$ cat src/rtl/pixel_bit_shift.sv
// Serialises pixel words MSB-first into one-cycle bit strobes for a waveform generator,
// then holds a latch (reset-code) period and pulses frame_done_o at the end of each frame.
module pixel_bit_shift #(
    parameter int PIX_WIDTH = 24,
    parameter int RST_WIDTH = 16
) (
    input  logic                 clk_i,
    input  logic                 rst_i,
    input  logic                 pix_vld_i,
    input  logic [PIX_WIDTH-1:0] pix_data_i,
    input  logic                 pix_last_i,
    output logic                 pix_rdy_o,
    input  logic [RST_WIDTH-1:0] reg_rst_time_i,
    input  logic                 bit_rdy_i,
    output logic                 bit_vld_o,
    output logic                 bit_data_o,
    output logic                 frame_done_o,
    output logic [1:0]           dbg_state_o
);

    localparam int CNT_W = $clog2(PIX_WIDTH + 1);

    typedef enum logic [1:0] {
        IDLE  = 2'd0,
        SEND  = 2'd1,
        DRAIN = 2'd2,
        LATCH = 2'd3
    } state_t;

    state_t               state_q, state_d;
    logic                 run_q, run_d;
    logic                 sh_full_q, sh_full_d;
    logic [PIX_WIDTH-1:0] sh_data_q, sh_data_d;
    logic                 sh_last_q, sh_last_d;
    logic [PIX_WIDTH-1:0] shift_q, shift_d;
    logic [CNT_W-1:0]     bit_cnt_q, bit_cnt_d;
    logic                 cur_last_q, cur_last_d;
    logic [RST_WIDTH-1:0] lat_cnt_q, lat_cnt_d;
    logic                 bit_vld_q, bit_vld_d;
    logic                 bit_data_q, bit_data_d;
    logic                 frame_done_q, frame_done_d;
    logic                 accept;
    logic                 load;

    // Handshake: a pixel transfers on a rising edge where pix_vld_i and pix_rdy_o are both 1;
    // pix_rdy_o depends only on registered state, never on pix_vld_i.
    assign pix_rdy_o    = run_q & ~sh_full_q;
    assign accept       = pix_vld_i & pix_rdy_o;
    assign bit_vld_o    = bit_vld_q;
    assign bit_data_o   = bit_data_q;
    assign frame_done_o = frame_done_q;
    assign dbg_state_o  = state_q;

    always_comb begin
        state_d      = state_q;
        run_d        = 1'b1;
        sh_full_d    = sh_full_q;
        sh_data_d    = sh_data_q;
        sh_last_d    = sh_last_q;
        shift_d      = shift_q;
        bit_cnt_d    = bit_cnt_q;
        cur_last_d   = cur_last_q;
        lat_cnt_d    = lat_cnt_q;
        bit_vld_d    = 1'b0;
        bit_data_d   = bit_data_q;
        frame_done_d = 1'b0;
        load         = 1'b0;

        if (accept) begin
            sh_full_d = 1'b1;
            sh_data_d = pix_data_i;
            sh_last_d = pix_last_i;
        end

        case (state_q)
            IDLE: begin
                if (sh_full_q) begin
                    load = 1'b1;
                end
            end
            SEND: begin
                // bit_cnt_q reaches zero only on the hold-off cycle after the final strobe,
                // so a reload here keeps the 2-cycle pitch across word boundaries.
                if (bit_cnt_q == '0) begin
                    if (cur_last_q) begin
                        state_d = DRAIN;
                    end else if (sh_full_q) begin
                        load = 1'b1;
                    end else begin
                        state_d = IDLE;
                    end
                end else if (bit_rdy_i && !bit_vld_q) begin
                    bit_vld_d  = 1'b1;
                    bit_data_d = shift_q[PIX_WIDTH-1];
                    shift_d    = shift_q << 1;
                    bit_cnt_d  = bit_cnt_q - CNT_W'(1);
                end
            end
            DRAIN: begin
                if (bit_rdy_i && !bit_vld_q) begin
                    lat_cnt_d = reg_rst_time_i;
                    state_d   = LATCH;
                end
            end
            LATCH: begin
                // A latch time of 0 or 1 both end on the first LATCH cycle.
                if (lat_cnt_q <= RST_WIDTH'(1)) begin
                    lat_cnt_d    = '0;
                    frame_done_d = 1'b1;
                    state_d      = IDLE;
                end else begin
                    lat_cnt_d = lat_cnt_q - RST_WIDTH'(1);
                end
            end
            default: begin
                state_d = IDLE;
            end
        endcase

        if (load) begin
            shift_d    = sh_data_q;
            cur_last_d = sh_last_q;
            bit_cnt_d  = CNT_W'(PIX_WIDTH);
            sh_full_d  = 1'b0;
            state_d    = SEND;
        end
    end

    always_ff @(posedge clk_i or posedge rst_i) begin
        if (rst_i) begin
            state_q      <= IDLE;
            run_q        <= 1'b0;
            sh_full_q    <= 1'b0;
            sh_data_q    <= '0;
            sh_last_q    <= 1'b0;
            shift_q      <= '0;
            bit_cnt_q    <= '0;
            cur_last_q   <= 1'b0;
            lat_cnt_q    <= '0;
            bit_vld_q    <= 1'b0;
            bit_data_q   <= 1'b0;
            frame_done_q <= 1'b0;
        end else begin
            state_q      <= state_d;
            run_q        <= run_d;
            sh_full_q    <= sh_full_d;
            sh_data_q    <= sh_data_d;
            sh_last_q    <= sh_last_d;
            shift_q      <= shift_d;
            bit_cnt_q    <= bit_cnt_d;
            cur_last_q   <= cur_last_d;
            lat_cnt_q    <= lat_cnt_d;
            bit_vld_q    <= bit_vld_d;
            bit_data_q   <= bit_data_d;
            frame_done_q <= frame_done_d;
        end
    end

endmodule

$ cat config.mk
export PLATFORM = sky130hd
export DESIGN_NAME = pixel_bit_shift
export DESIGN_NICKNAME = d
export VERILOG_FILES = /design/src/rtl/pixel_bit_shift.sv
export SDC_FILE = /design/constraint.sdc
export NUM_CORES = 1
export LEC_CHECK = 0
export BUFFER_PORTS_ARGS = -buffer_cell sky130_fd_sc_hd__clkbuf_2
export CAP_MARGIN = 15
export CORE_AREA = 10 10 124 126
export CTS_CLUSTER_DIAMETER = 60
export DETAILED_ROUTE_END_ITERATION = 12
export DIE_AREA = 0 0 134 136
export PLACE_DENSITY = 0.45
export SETUP_SLACK_MARGIN = 0.02
export SYNTH_ARGS = -nofsm -noshare
export SYNTH_HDL_FRONTEND = slang
export SYNTH_SLANG_ARGS = --single-unit
export TNS_END_PERCENT = 50
$ cat constraint.sdc
create_clock -name clk_i -period 6.92 [get_ports clk_i]
set_clock_uncertainty 0.15 [all_clocks]
set_input_delay 0.346 -clock clk_i [delete_from_list [all_inputs] [get_ports clk_i]]
set_output_delay 0.346 -clock clk_i [all_outputs]
set_load 0.01 [all_outputs]
# [After elaboration in Yosys (flattened, before gate mapping)]
# Index checks and enable logic that the tools add are counted.
[classes] add_sub_neg=2 n_mul=0 div_mod_pow=0 order_cmp=1 eq_ne=9 shifts=0 n_mux=29 bitwise=4 n_reduce_logical=13
[ops] cell="24-bit 2-to-1 mux" count=4
[ops] cell="16-bit 2-to-1 mux" count=2
[ops] cell="16-bit one-hot mux with 2 select lines" count=1
[ops] cell="5-bit 2-to-1 mux" count=4
[ops] cell="16-bit by 1-bit <= comparator with 1-bit output (second input constant)" count=1
[ops] cell="16-bit by 1-bit subtractor with 16-bit output (second input constant)" count=1
[ops] cell="2-bit 2-to-1 mux" count=6
[ops] cell="1-bit 2-to-1 mux" count=10
[ops] cell="3-bit inequality test (second input constant)" count=3
[ops] cell="2-bit nonzero test" count=4
[ops] cell="2-bit one-hot mux with 3 select lines" count=1
[ops] cell="3-bit AND reduction" count=2
[ops] cell="5-bit logical NOT" count=1
[ops] cell="5-bit AND reduction" count=1
[ops] cell="5-bit by 1-bit subtractor with 5-bit output (second input constant)" count=1
[ops] cell="2-bit == test (second input constant)" count=2
[ops] cell="2-bit inequality test (second input constant)" count=2
[ops] cell="4-bit inequality test (second input constant)" count=1
[ops] cell="4-bit nonzero test" count=1
[ops] cell="1-bit bitwise AND" count=2
[ops] cell="2-bit by 1-bit == test with 1-bit output (second input constant)" count=1
[ops] cell="2-bit logical NOT" count=1
[ops] cell="1-bit inverter" count=2
[ops] cell="1-bit one-hot mux with 2 select lines" count=1
[ops] cell="other kinds (3)" count=3
[word_totals] reg_bits=78 latch_bits=0 mem_bits_rw=0 romBits=0 inputBits=45 elab_cells=70 n_memories=0

# [Depth between registers and ports, before layout]
# Gate-level depths: netlist of run 1.
[depth] ltp_word=6 ltp_mapped=9 mapped_depth_nobuf=7

# [Worst setup path after synthesis of run 1]
# No wires, ideal clock.
[synth_timing] path_kind="register to register" start="register bit_cnt_q[0]" end="register state_q[0], in the netlist dbg_state_o[0]" t_arrival_ns=2.172 setup_slack_ns=4.459 path_stages_with_launch=8 path_buffers=0 cell_sequence="dfrtp_1 -> inv_1 -> ha_1 -> or4b_4 -> a222oi_1 -> nand3_1 -> and3_1 -> or4_1"
[synth_via] elab_chain_len=5 word_cells_on_any_way=10 classes_between="eq/ne (4); mux (3); reduce/logical (3)"
[synth_lines] element="start, declared" line="36" source="logic [CNT_W-1:0] bit_cnt_q, bit_cnt_d;"
[synth_lines] element="start signal, assigned" line="150" source="bit_cnt_q <= bit_cnt_d;"
[synth_lines] element="5-bit logical NOT (*)" line="84" source="if (bit_cnt_q == '0) begin"
[synth_lines] element="1-bit 2-to-1 mux" line="84"
[synth_lines] element="1-bit one-hot mux with 2 select lines" line="75" source="case (state_q)"
[synth_lines] element="4-bit inequality test (no line) (tied with other cells)"
[synth_lines] element="5-bit AND reduction (no line)"
[synth_lines] element="end signal, assigned" line="144" source="state_q <= state_d;"
[synth_lines] element="end, declared" line="30" source="state_t state_q, state_d;"
# Every way passes the cells marked *; elsewhere a longest branch is shown, timed or not.
# A chain may end at the register's enable or synchronous reset.

# [Worst setup path after layout of run 1]
[layout_timing] start="register state_q[1], in the netlist dbg_state_o[1]" end="register state_q[1], in the netlist dbg_state_o[1]"
[layout_via] elab_chain_len=4 word_cells_on_any_way=13 classes_between="eq/ne (7); mux (3); reduce/logical (3)"
[layout_lines] element="2-bit by 1-bit == test with 1-bit output or 2-bit logical NOT (tied branches)" line="75"
[layout_lines] element="1-bit one-hot mux with 2 select lines" line="75"
[layout_lines] element="4-bit inequality test (no line) (tied with other cells)"
[layout_lines] element="5-bit AND reduction (no line)"
# Parallel ways exist; a longest one is shown, timed or not.

==> key figures, run 1 <==
Synth
  – Syn nets: 409
  – Post-synth cell types: 48
  – Sequential area share after synthesis: 0.5140
  – FF+latch count, synth: 78
  – Ys Warns: 0
  – Ys flop type: dfrtp_1
  – Post-synth EDFFs: 0
  – Async set or reset register ratio after synthesis: 1.000
  – Cells after synthesis: 356
  – Mapped Area: 3797 um^2
  – Syn_area_per_cell: 10.67 um^2

Detailed routing
  – Top Metal Used: met4
  – 1st-pass router iterations: 4
  – Metal-1 WL: 4117 um
  – Initial DRC Count: 181
  – WL per Instance: 14.45 um
  – Post-Route WL: 8440 um
  – Drt drc: 0
  – Metal2 WL: 3848 um
  – Via Count: 2,771
  – Antenna Nets Post-Route: 0
  – Routed vias/inst: 4.745
  – Wire length on met3: 330 um

STA
  – Final Hold Vio Count: 0
  – Slew @ Worst Pin: 1.009 ns
  – Setup TNS: 0 ns
  – Fmax: 349.9 MHz
  – RSZ-0062 raised after global routing: no
  – Max-slew headroom: 0.3262
  – Max Slew Vio Count: 0
  – Minimum clock period: 2.858 ns
  – Final setup violating endpoints: 0
  – WHS: 0.08453 ns
  – Period Utilization, post-route: 0.4130

Placement
  – Detail Placement HPWL: 5727 um
  – Post-Place Cell Area: 4214 um^2
  – Final weighted congestion in routability-driven placement: 0.7511
  – Port Buffer Count: 50

GRT
  – Largest net degree at the start of global routing: 79
  – Initial antenna violation count: 0
  – Vias in the first global route: 2,916
  – Gr usage total: 0.09908
  – GR Overflow Total: 0
  – First-pass GRT wire length: 14,590 um

Clock network
  – Clk Latency, worst-skew pair: 0.34 ns
  – CTS tree: yes
  – CTS H-tree lvls: 3
  – CTS Buffer Depth: 2
  – # resized after CTS: 0
  – Clk slew on worst S/H paths: 0.06 ns
  – Clk sink count: 78
  – TritonCTS buffer count: 9
  – CTS Hold Bufs: 0
  – Setup bufs post-CTS: 0
  – Root Buffer: clkbuf_16

Power and ir drop
  – Maximum vdd drop: 162.2 uV
  – NetSw: 0.7159 mW
  – Sequential share of power: 0.403
  – Logic pwr share: 0.342
  – Clk network pwr share: 0.255
  – Int Power: 1.316 mW
  – Sw frac: 0.3524
  – P_leak: 2.007 nW
  – PwrDens: 444.9 nW/um^2

Min path
  – Worst Hold End: sh_data_q[18]$_DFFE_PP0P_
  – Min-delay src: pix_data_i[18]
  – Worst Hold Depth: 2
  – Hold crit path type: in -> reg

Flow run
  – Max-Cap Viols: 0

Setup path
  – Worst Path Max Fanout: 53
  – Reg2Reg Depth: 7
  – Critical Path Start: dbg_state_o[1]$_DFFE_PP0P_
  – Worst R2R Setup Slack: 4.06 ns
  – Critical Path RT: 6.98 ns
  – Worst setup EP type: flip-flop
  – Worst R2R Start: dbg_state_o[1]$_DFFE_PP0P_
  – R2R Path End: dbg_state_o[1]$_DFFE_PP0P_
  – CP startpoint kind: flip-flop
  – Kind of critical path: reg -> reg
  – CP Data Arrival Time: 2.92 ns

Floorplan
  – Die height: 136 um
  – Initial Utilization: 0.2926
  – Chip width: 134 um
  – IO Pins: 51
  – Cell Rows: 42
  – Die area: 18,220 um^2
  – Core area: 12,980 um^2

Status
  – Status: finished clean

Final layout
  – Final #Nets: 456
  – Final core utilization: 0.3518
  – Final Instance Area: 4567 um^2
  – Number of diodes: 0
  – Layout cells sized above 1: 0.2549
  – Area grow syn2layout: 20.26%
## through the flow
step / setup slack (ns) / power [mW] / instances
after floorplan: 4.429 / 1.340 / 356
after global placement: 4.155 / 1.507 / 567
after detailed placement: 4.038 / 1.526 / 567
after CTS: 4.030 / 2.055 / 583
after global routing: 3.754 / 2.202 / 584
final: 4.062 / 2.032 / 584
## final cells by class
class,instances,area (um^2)
fill,1350,8413
clock inverter,5,82.58
sequential,78,1952
timing repair buffer,54,300.3
clock buffer,11,242.7
tap,176,220.2
multi-input combinational,248,1723
inverter,12,46.29
## power groups by stage
stage | Sequential [mW] | Combinational, mW | Clock, mW
2_1_floorplan | 0.783 | 0.557 | 0
3_3_place_gp | 0.823 | 0.684 | 0
3_5_place_dp | 0.827 | 0.699 | 0
4_1_cts | 0.821 | 0.703 | 0.531
5_1_grt | 0.850 | 0.801 | 0.551
6_report | 0.819 | 0.695 | 0.517
## cell usage after synthesis, types with 2 or more instances
master / instances / share of area
nor3_1: 10 / 0.013
dfrtp_1: 78 / 0.51
nand3_1: 7 / 0.0092
nor2b_1: 4 / 0.0066
o31ai_1: 4 / 0.0079
nor4_1: 3 / 0.0049
o41ai_1: 3 / 0.0069
nor2_1: 16 / 0.016
clkbuf_1: 13 / 0.013
a211o_1: 2 / 0.0046
xnor2_1: 2 / 0.0046
mux2i_1: 25 / 0.066
or3_1: 6 / 0.0099
mux2_2: 26 / 0.077
or4_1: 3 / 0.0059
a22o_1: 6 / 0.014
a221o_1: 2 / 0.0053
and3_2: 2 / 0.0040
o2bb2ai_1: 4 / 0.0092
a21oi_1: 8 / 0.011
o21ai_0: 31 / 0.041
a211oi_1: 2 / 0.0040
buf_2: 2 / 0.0026
buf_6: 2 / 0.0059
and3_1: 4 / 0.0066
inv_1: 11 / 0.011
o32ai_1: 2 / 0.0046
nand2b_1: 3 / 0.0049
a21o_1: 3 / 0.0059
ha_1: 8 / 0.026
nand2_1: 43 / 0.043
o21ai_1: 4 / 0.0053
nand4_1: 2 / 0.0033
## worst max path at each step
stage | cells past startpoint | slack [ns] | to
after floorplan | 1 | 4.43 | bit_cnt_q[0]$_DFFE_PP0P_
after global placement | 7 | 4.16 | dbg_state_o[1]$_DFFE_PP0P_
after detailed placement | 7 | 4.04 | dbg_state_o[1]$_DFFE_PP0P_
after CTS | 7 | 4.03 | dbg_state_o[1]$_DFFE_PP0P_
after global routing | 7 | 3.75 | dbg_state_o[1]$_DFFE_PP0P_
final | 7 | 4.06 | dbg_state_o[1]$_DFFE_PP0P_
## critical path, cell delays in order, from the launching register on
cell,delay [ns]
dfrtp_1,0.46
inv_1,0.16
ha_1,0.19
nor2b_1,0.18
a41oi_1,0.23
nor2b_4,0.83
a211oi_1,0.21
a311o_2,0.34
## metal layers
metal / track usage / up-vias
met5: 0 / -
met4: 0.05200 / 0
met3: 0.02694 / 14
met2: 0.1514 / 46
met1: 0.1256 / 1330
li1: - / 1381
## cells in the final DEF (no fill, tap or decap), types with 8 or more instances in the layout
cell,Yosys,final
ha_1,8,8
nand2_1,43,43
inv_1,11,10
mux2i_1,25,25
mux2_2,26,26
dfrtp_1,78,78
a21oi_1,8,8
o21ai_0,31,31
nor2_1,16,16
clkbuf_16,0,9
nor3_1,10,10
clkbuf_2,0,50
## state kept, by name, summed over array words and instances, names as in the netlist, 2 cells and up
signal	cells
sh_data_q	24
bit_cnt_q	5
lat_cnt_q	16
dbg_state_o	2
shift_q	24
## kinds of logic after synthesis
group | share of synthesized area
AND/OR/NAND/NOR | 0.1390
XOR/XNOR | 0.006921
other | 0.0009875
multiplexers | 0.1430
flip-flops | 0.5140
adder cells (fa/ha/maj) | 0.02636
buffers and inverters | 0.03427
AO/OA/AOI/OAI | 0.1354
Note: power is estimated with default switching activity, not from simulation.
==> run 2, diff against run 1 <==
==> constraint.sdc (replaced) <==
create_clock -name clk_i -period 2.85 [get_ports clk_i]
set_clock_uncertainty 0.15 [all_clocks]
set_input_delay 0.1425 -clock clk_i [delete_from_list [all_inputs] [get_ports clk_i]]
set_output_delay 0.1425 -clock clk_i [all_outputs]
set_load 0.01 [all_outputs]
==> run 2 against run 1 <==
Sequential power up 140%. First-iteration DRC count up 15%. Worst hold slack worse by 0.070 ns. Flip-flop and latch count unchanged. Die area unchanged. Non-clock buffer count up 45. Design area up 9.0%. Critical path depth unchanged. Count of clock-buffer cells in the layout up 1. Critical path type unchanged.
==> key figures, run 2 (synthesized netlist as in run 1, its figures left out) <==
STA
  – Period Utilization, post-route: 0.9265 (was 0.4130)
  – Setup ws final: 0.2095 ns (was 4.062 ns)
  – Setup TNS: 0 ns (unchanged)
  – Final setup violating endpoints: 0 (unchanged)
  – Max Slew Vio Count: 0 (unchanged)
  – Slew @ Worst Pin: 0.8333 ns (was 1.009 ns)
  – Max-slew headroom: 0.4445 (was 0.3262)
  – Final Hold Vio Count: 0 (unchanged)
  – RSZ-0062 raised after global routing: no (unchanged)
  – Fmax: 378.7 MHz (was 349.9 MHz)
  – Minimum clock period: 2.640 ns (was 2.858 ns)

GRT
  – Initial antenna violation count: 0 (unchanged)
  – Busiest layer in global routing: met2 (unchanged)
  – Vias in the first global route: 3,083 (was 2,916)
  – Met1 usage: 0.1263 (was 0.1256)
  – Met3 Use GR: 0.03801 (was 0.02694)
  – Largest net degree at the start of global routing: 46 (was 79)
  – First-pass GRT wire length: 15,180 um (was 14,590 um)
  – Global routing usage on met2: 0.1611 (was 0.1514)
  – GR Overflow Total: 0 (unchanged)
  – Gr usage total: 0.1020 (was 0.09908)

Power and ir drop
  – Maximum vdd drop: 481.7 uV (was 162.2 uV)
  – Sequential share of power: 0.406 (was 0.403)
  – Logic pwr share: 0.370 (was 0.342)
  – PwrDens: 977.3 nW/um^2 (was 444.9 nW/um^2)
  – P_leak: 2.180 nW (was 2.007 nW)
  – Sw frac: 0.3557 (was 0.3524)
  – Clk network pwr share: 0.225 (was 0.255)
  – NetSw: 1.731 mW (was 0.7159 mW)
  – Int Power: 3.135 mW (was 1.316 mW)

Detailed routing
  – WL per Instance: 13.56 um (was 14.45 um)
  – Drt drc: 0 (unchanged)
  – Initial DRC Count: 208 (was 181)
  – Post-Route WL: 8531 um (was 8440 um)
  – Routed vias/inst: 4.585 (was 4.745)
  – Antenna Nets Post-Route: 0 (unchanged)
  – Via Count: 2,884 (was 2,771)
  – 1st-pass router iterations: 4 (unchanged)

Final layout
  – Most frequent cells in the layout: 78 x dfrtp_1, 50 x clkbuf_2, 43 x nand2_1 (unchanged)
  – Commonest non-fill, non-tap cell in the layout: dfrtp_1 (unchanged)
  – Final Non-Filler Cells: 629 (was 584)
  – Layout cells sized above 1: 0.2450 (was 0.2549)
  – Number of diodes: 0 (unchanged)
  – Top flop regs: sh_data_q: 24 flops, shift_q: 24 flops, lat_cnt_q: 16 flops (unchanged)
  – Final core utilization: 0.3836 (was 0.3518)
  – Area grow syn2layout: 31.10% (was 20.26%)
  – Final #Nets: 501 (was 456)

Min path
  – Hold crit path type: in -> reg (unchanged)

Floorplan
  – IO Pins: 51 (unchanged)
  – Die area: 18,220 um^2 (unchanged)
  – Core area: 12,980 um^2 (unchanged)
  – Initial Utilization: 0.2926 (unchanged)
  – Chip width: 134 um (unchanged)
  – Die height: 136 um (unchanged)
  – Cell Rows: 42 (unchanged)

Setup path
  – Critical Path RT: 2.91 ns (was 6.98 ns)
  – CP startpoint kind: flip-flop (unchanged)
  – Worst Path Max Fanout: 4 (was 53)
  – Kind of critical path: reg -> reg (unchanged)
  – CP Data Arrival Time: 2.70 ns (was 2.92 ns)
  – Worst setup EP type: flip-flop (unchanged)

Placement
  – Port Buffer Count: 50 (unchanged)
  – Worst setup slack after placement: 0.2362 ns (was 4.038 ns)
  – Placed cell count: 575 (was 567)
  – Final weighted congestion in routability-driven placement: 0.7449 (was 0.7511)
  – Detail Placement HPWL: 5779 um (was 5727 um)

Clock network
  – TritonCTS buffer count: 9 (unchanged)
  – Root Buffer: clkbuf_16 (unchanged)
  – Clk sink count: 78 (unchanged)
  – CTS tree: yes (unchanged)
  – # resized after CTS: 0 (unchanged)
  – Clk slew on worst S/H paths: 0.06 ns (about the same)
  – Clk Latency, worst-skew pair: 0.34 ns (about the same)
  – CTS H-tree lvls: 3 (unchanged)
  – CTS Buffer Depth: 2 (unchanged)

Flow run
  – Max-Cap Viols: 0 (unchanged)

Status
  – Status: finished clean (unchanged)
-- run 2: cell types whose count changed in the layout (fill, tap and decap cells not counted), sizes merged --
cell and delta:
dlygate4sd3 +38, clkbuf +1, inv +1, bufinv -2, clkinvlp +1, buf +7, clkinv -1
-- run 2: critical path: stages (launching register included) --
cell and delay (ns):
dfrtp_1 0.40, inv_1 0.09, ha_1 0.17, or4b_4 0.46
a222oi_1 0.34, nand3_1 0.21, and3_1 0.23, or4_1 0.46
-- run 2: final timing paths --
kind | start | to | slack, ns | cells after the start
min in group asynchronous | rst_i | lat_cnt_q[3]$_DFFE_PP0P_ | 0.27 | 3
max in group asynchronous | rst_i | shift_q[22]$_DFFE_PP0P_ | 1.64 | 4
worst max-delay path | bit_cnt_q[0]$_DFFE_PP0P_ | dbg_state_o[0]$_DFFE_PP0P_ | 0.21 | 7
worst max register to register | bit_cnt_q[0]$_DFFE_PP0P_ | dbg_state_o[0]$_DFFE_PP0P_ | 0.21 | 7
worst min register to register | sh_data_q[18]$_DFFE_PP0P_ | shift_q[18]$_DFFE_PP0P_ | 0.33 | 2
worst min-delay path | reg_rst_time_i[8] | lat_cnt_q[8]$_DFFE_PP0P_ | 0.01 | 4
-- run 2: area by class of cell --
class	count	area, um^2
Clock inverter	4	30.03
Multi-Input combinational cell	248	1723
Inverter	12	46.29
Clock buffer	12	256.5
Tap cell	176	220.2
Timing Repair Buffer	99	750.7
Fill cell	1281	8001
Sequential cell	78	1952
-- run 2: layer usage --
layer | share of wire | up-vias
met5 | 0 | -
li1 | - | 1469
met2 | 0.47 | 48
met3 | 0.051 | 7
met1 | 0.47 | 1360
met4 | 0.0094 | 0
-- run 2: metrics by stage --
step           instance area, um^2  power, mW  hold slack, ns
2_1_floorplan                 3797      3.253          0.1170
3_3_place_gp                  4312      3.741         0.08834
3_5_place_dp                  4312      3.773         0.09623
4_1_cts                       4979      4.942        0.001177
5_1_grt                       4979      5.306         0.01403
6_report                      4979      4.866         0.01449
-- run 2: power groups by stage --
stage / logic, mW / clock network [mW] / registers [mW]
3_3_place_gp: 1.76 / 0 / 1.99
2_1_floorplan: 1.35 / 0 / 1.90
3_5_place_dp: 1.78 / 0 / 2.00
4_1_cts: 1.83 / 1.13 / 1.98
6_report: 1.80 / 1.09 / 1.97
5_1_grt: 2.06 / 1.19 / 2.05
-- run 2: repair_timing --
| item | CTS | global route |
|---|---|---|
| hold buffers | 38 | 0 |
| setup buffers | 0 | 0 |
| hold endpoints to repair | 70 | 0 |
==> run 3, diff against run 2 <==
--- a/config.mk
+++ b/config.mk
@@ -12,6 +12,7 @@
 export DETAILED_ROUTE_END_ITERATION = 12
 export DIE_AREA = 0 0 134 136
 export PLACE_DENSITY = 0.45
+export REMOVE_ABC_BUFFERS = 1
 export SETUP_SLACK_MARGIN = 0.02
 export SYNTH_ARGS = -nofsm -noshare
 export SYNTH_HDL_FRONTEND = slang
==> run 3 against run 2 <==
Clock power increased by 12%. Count of clock-buffer cells in the layout decreased by 1. Design area increased by 0.15%. Via count increased by 1.3%. Setup slack got worse by 0.013 ns. Largest power group unchanged. Sequential share of layout area decreased by 0.059 points. Maximum frequency decreased by 0.49%. Register-to-register slack about the same. Combinational power about the same. Routed wire length increased by 3.5%.
==> key figures, run 3 (synthesized netlist as in run 1, its figures left out) <==
Status
  – Status: finished clean (unchanged)

Detailed routing
  – Antenna Nets Post-Route: 0 (unchanged)
  – Drt drc: 0 (unchanged)
  – Initial DRC Count: 131 (was 208)
  – Routed vias/inst: 4.659 (was 4.585)
  – Post-Route WL: 8830 um (was 8531 um)
  – 1st-pass router iterations: 4 (unchanged)
  – WL per Instance: 14.08 um (was 13.56 um)
  – Via Count: 2,921 (was 2,884)

Final layout
  – Final Non-Filler Cells: 627 (was 629)
  – Final #Nets: 499 (was 501)
  – Most frequent cells in the layout: 78 x dfrtp_1, 50 x clkbuf_2, 43 x nand2_1 (unchanged)
  – Number of diodes: 0 (unchanged)
  – Area grow syn2layout: 31.30% (was 31.10%)
  – Layout cells sized above 1: 0.2439 (was 0.2450)
  – Top flop regs: sh_data_q: 24 flops, shift_q: 24 flops, lat_cnt_q: 16 flops (unchanged)
  – Commonest non-fill, non-tap cell in the layout: dfrtp_1 (unchanged)

Placement
  – Port Buffer Count: 50 (unchanged)
  – Detail Placement HPWL: 5874 um (was 5779 um)
  – Worst setup slack after placement: 0.2226 ns (was 0.2362 ns)
  – Final weighted congestion in routability-driven placement: 0.8226 (was 0.7449)
  – Placed cell count: 575 (unchanged)

Clock network
  – Clk slew on worst S/H paths: 0.06 ns (about the same)
  – CTS Buffer Depth: 2 (unchanged)
  – CTS Hold Bufs: 36 (was 38)
  – Clk sink count: 78 (unchanged)
  – TritonCTS buffer count: 9 (unchanged)
  – CTS H-tree lvls: 3 (unchanged)
  – Clk Latency, worst-skew pair: 0.34 ns (about the same)
  – Root Buffer: clkbuf_16 (unchanged)
  – Setup bufs post-CTS: 0 (unchanged)
  – CTS tree: yes (unchanged)
  – # resized after CTS: 0 (unchanged)

Power and ir drop
  – Maximum vdd drop: 410.6 uV (was 481.7 uV)
  – P_leak: 2.186 nW (was 2.180 nW)
  – PwrDens: 1003 nW/um^2 (was 977.3 nW/um^2)

GRT
  – Initial antenna violation count: 0 (unchanged)
  – Largest net degree at the start of global routing: 52 (was 46)
  – First-pass GRT wire length: 15,040 um (was 15,180 um)
  – Gr usage total: 0.1009 (was 0.1020)
  – Vias in the first global route: 3,133 (was 3,083)
  – GR Overflow Total: 0 (unchanged)

Setup path
  – CP peak stage delay: 0.46 ns (about the same)
  – Kind of critical path: reg -> reg (unchanged)
  – Critical-path top delay cell: or4b_4 (unchanged)
  – Critical path, cell by cell: inv_1 -> ha_1 -> or4b_4 -> a222oi_1 -> nand3_1 -> and3_1 -> or4_1 (unchanged)
  – CP startpoint kind: flip-flop (unchanged)
  – Worst setup EP type: flip-flop (unchanged)
  – WP buf/inv: 1 (unchanged)
  – CP top delay family: simple AND/OR/NAND/NOR gates (unchanged)
  – Critical Path RT: 2.90 ns (was 2.91 ns)
  – CP Data Arrival Time: 2.70 ns (about the same)
  – Worst Path Max Fanout: 4 (unchanged)

Floorplan
  – Initial Utilization: 0.2926 (unchanged)
  – Cell Rows: 42 (unchanged)
  – Chip width: 134 um (unchanged)
  – IO Pins: 51 (unchanged)
  – Core area: 12,980 um^2 (unchanged)
  – Die height: 136 um (unchanged)
  – Die area: 18,220 um^2 (unchanged)

STA
  – Period Utilization, post-route: 0.9311 (was 0.9265)
  – Final Hold Vio Count: 0 (unchanged)
  – RSZ-0062 raised after global routing: no (unchanged)
  – Max-slew headroom: 0.4019 (was 0.4445)
  – Fmax: 376.9 MHz (was 378.7 MHz)
  – Slew @ Worst Pin: 0.8722 ns (was 0.8333 ns)
  – Final setup violating endpoints: 0 (unchanged)
  – Setup ws final: 0.1965 ns (was 0.2095 ns)
  – Minimum clock period: 2.654 ns (was 2.640 ns)
  – Max Slew Vio Count: 0 (unchanged)

Flow run
  – Max-Cap Viols: 0 (unchanged)

Min path
  – Hold crit path type: in -> reg (unchanged)
==> run 3: where the power goes <==
| group | total, mW | internal, mW | switching (mW) | leakage, nW |
|---|---|---|---|---|
| sequential | 1.97 | 1.62 | 0.352 | 0.952 |
| combinational | 1.81 | 0.866 | 0.941 | 1.08 |
| clock | 1.22 | 0.769 | 0.449 | 0.150 |
| total | 5.00 | 3.26 | 1.74 | 2.19 |
==> run 3: worst paths after layout <==
kind                                               start                          to  slack [ns]  cells past startpoint
min in group asynchronous                          rst_i    bit_cnt_q[2]$_DFFE_PP0P_        0.29                      3
worst min-delay path                   reg_rst_time_i[7]    lat_cnt_q[7]$_DFFE_PP0P_        0.02                      3
worst max register to register  bit_cnt_q[0]$_DFFE_PP0P_  dbg_state_o[0]$_DFFE_PP0P_        0.20                      7
worst max-delay path            bit_cnt_q[0]$_DFFE_PP0P_  dbg_state_o[0]$_DFFE_PP0P_        0.20                      7
max in group asynchronous                          rst_i     shift_q[20]$_DFFE_PP0P_        1.62                      4
worst min register to register  sh_data_q[0]$_DFFE_PP0P_      shift_q[0]$_DFFE_PP0P_        0.32                      2
==> run 3: per-layer routing <==
| metal | wire, um | part of all wire | GRT usage |
|---|---|---|---|
| met1 | 4210 | 0.48 | 0.1253 |
| met2 | 4029 | 0.46 | 0.1600 |
| met3 | 429 | 0.049 | 0.03026 |
| met4 | 161 | 0.018 | 0.04232 |
| met5 | 0 | 0 | 0 |
==> run 3: worst reg2reg max path: stages, from the launching register on <==
cell	delay [ns]
dfrtp_1	0.41
inv_1	0.09
ha_1	0.16
or4b_4	0.46
a222oi_1	0.36
nand3_1	0.20
and3_1	0.23
or4_1	0.46
==> run 3: cell type report <==
type | count | area, um^2
clock buffer | 11 | 232.7
clock inverter | 5 | 81.33
fill | 1302 | 7994
inverter | 12 | 46.29
multi-input combinational | 248 | 1723
sequential | 78 | 1952
tap | 176 | 220.2
timing repair buffer | 97 | 730.7
==> run 3: per-stage QoR <==
stage                     utilization  TNS, ns  area, um^2  total power, mW  hold WS, ns
after floorplan                     -   -10.23        3712            3.199       0.1170
after global placement         0.3322        0        4312            3.739       0.1216
after detailed placement       0.3322        0        4312            3.787       0.1159
after CTS                      0.3841        0        4986            5.081      0.01121
after global routing           0.3841        0        4986            5.413      0.04281
final                          0.3841        0        4986            4.999      0.01696
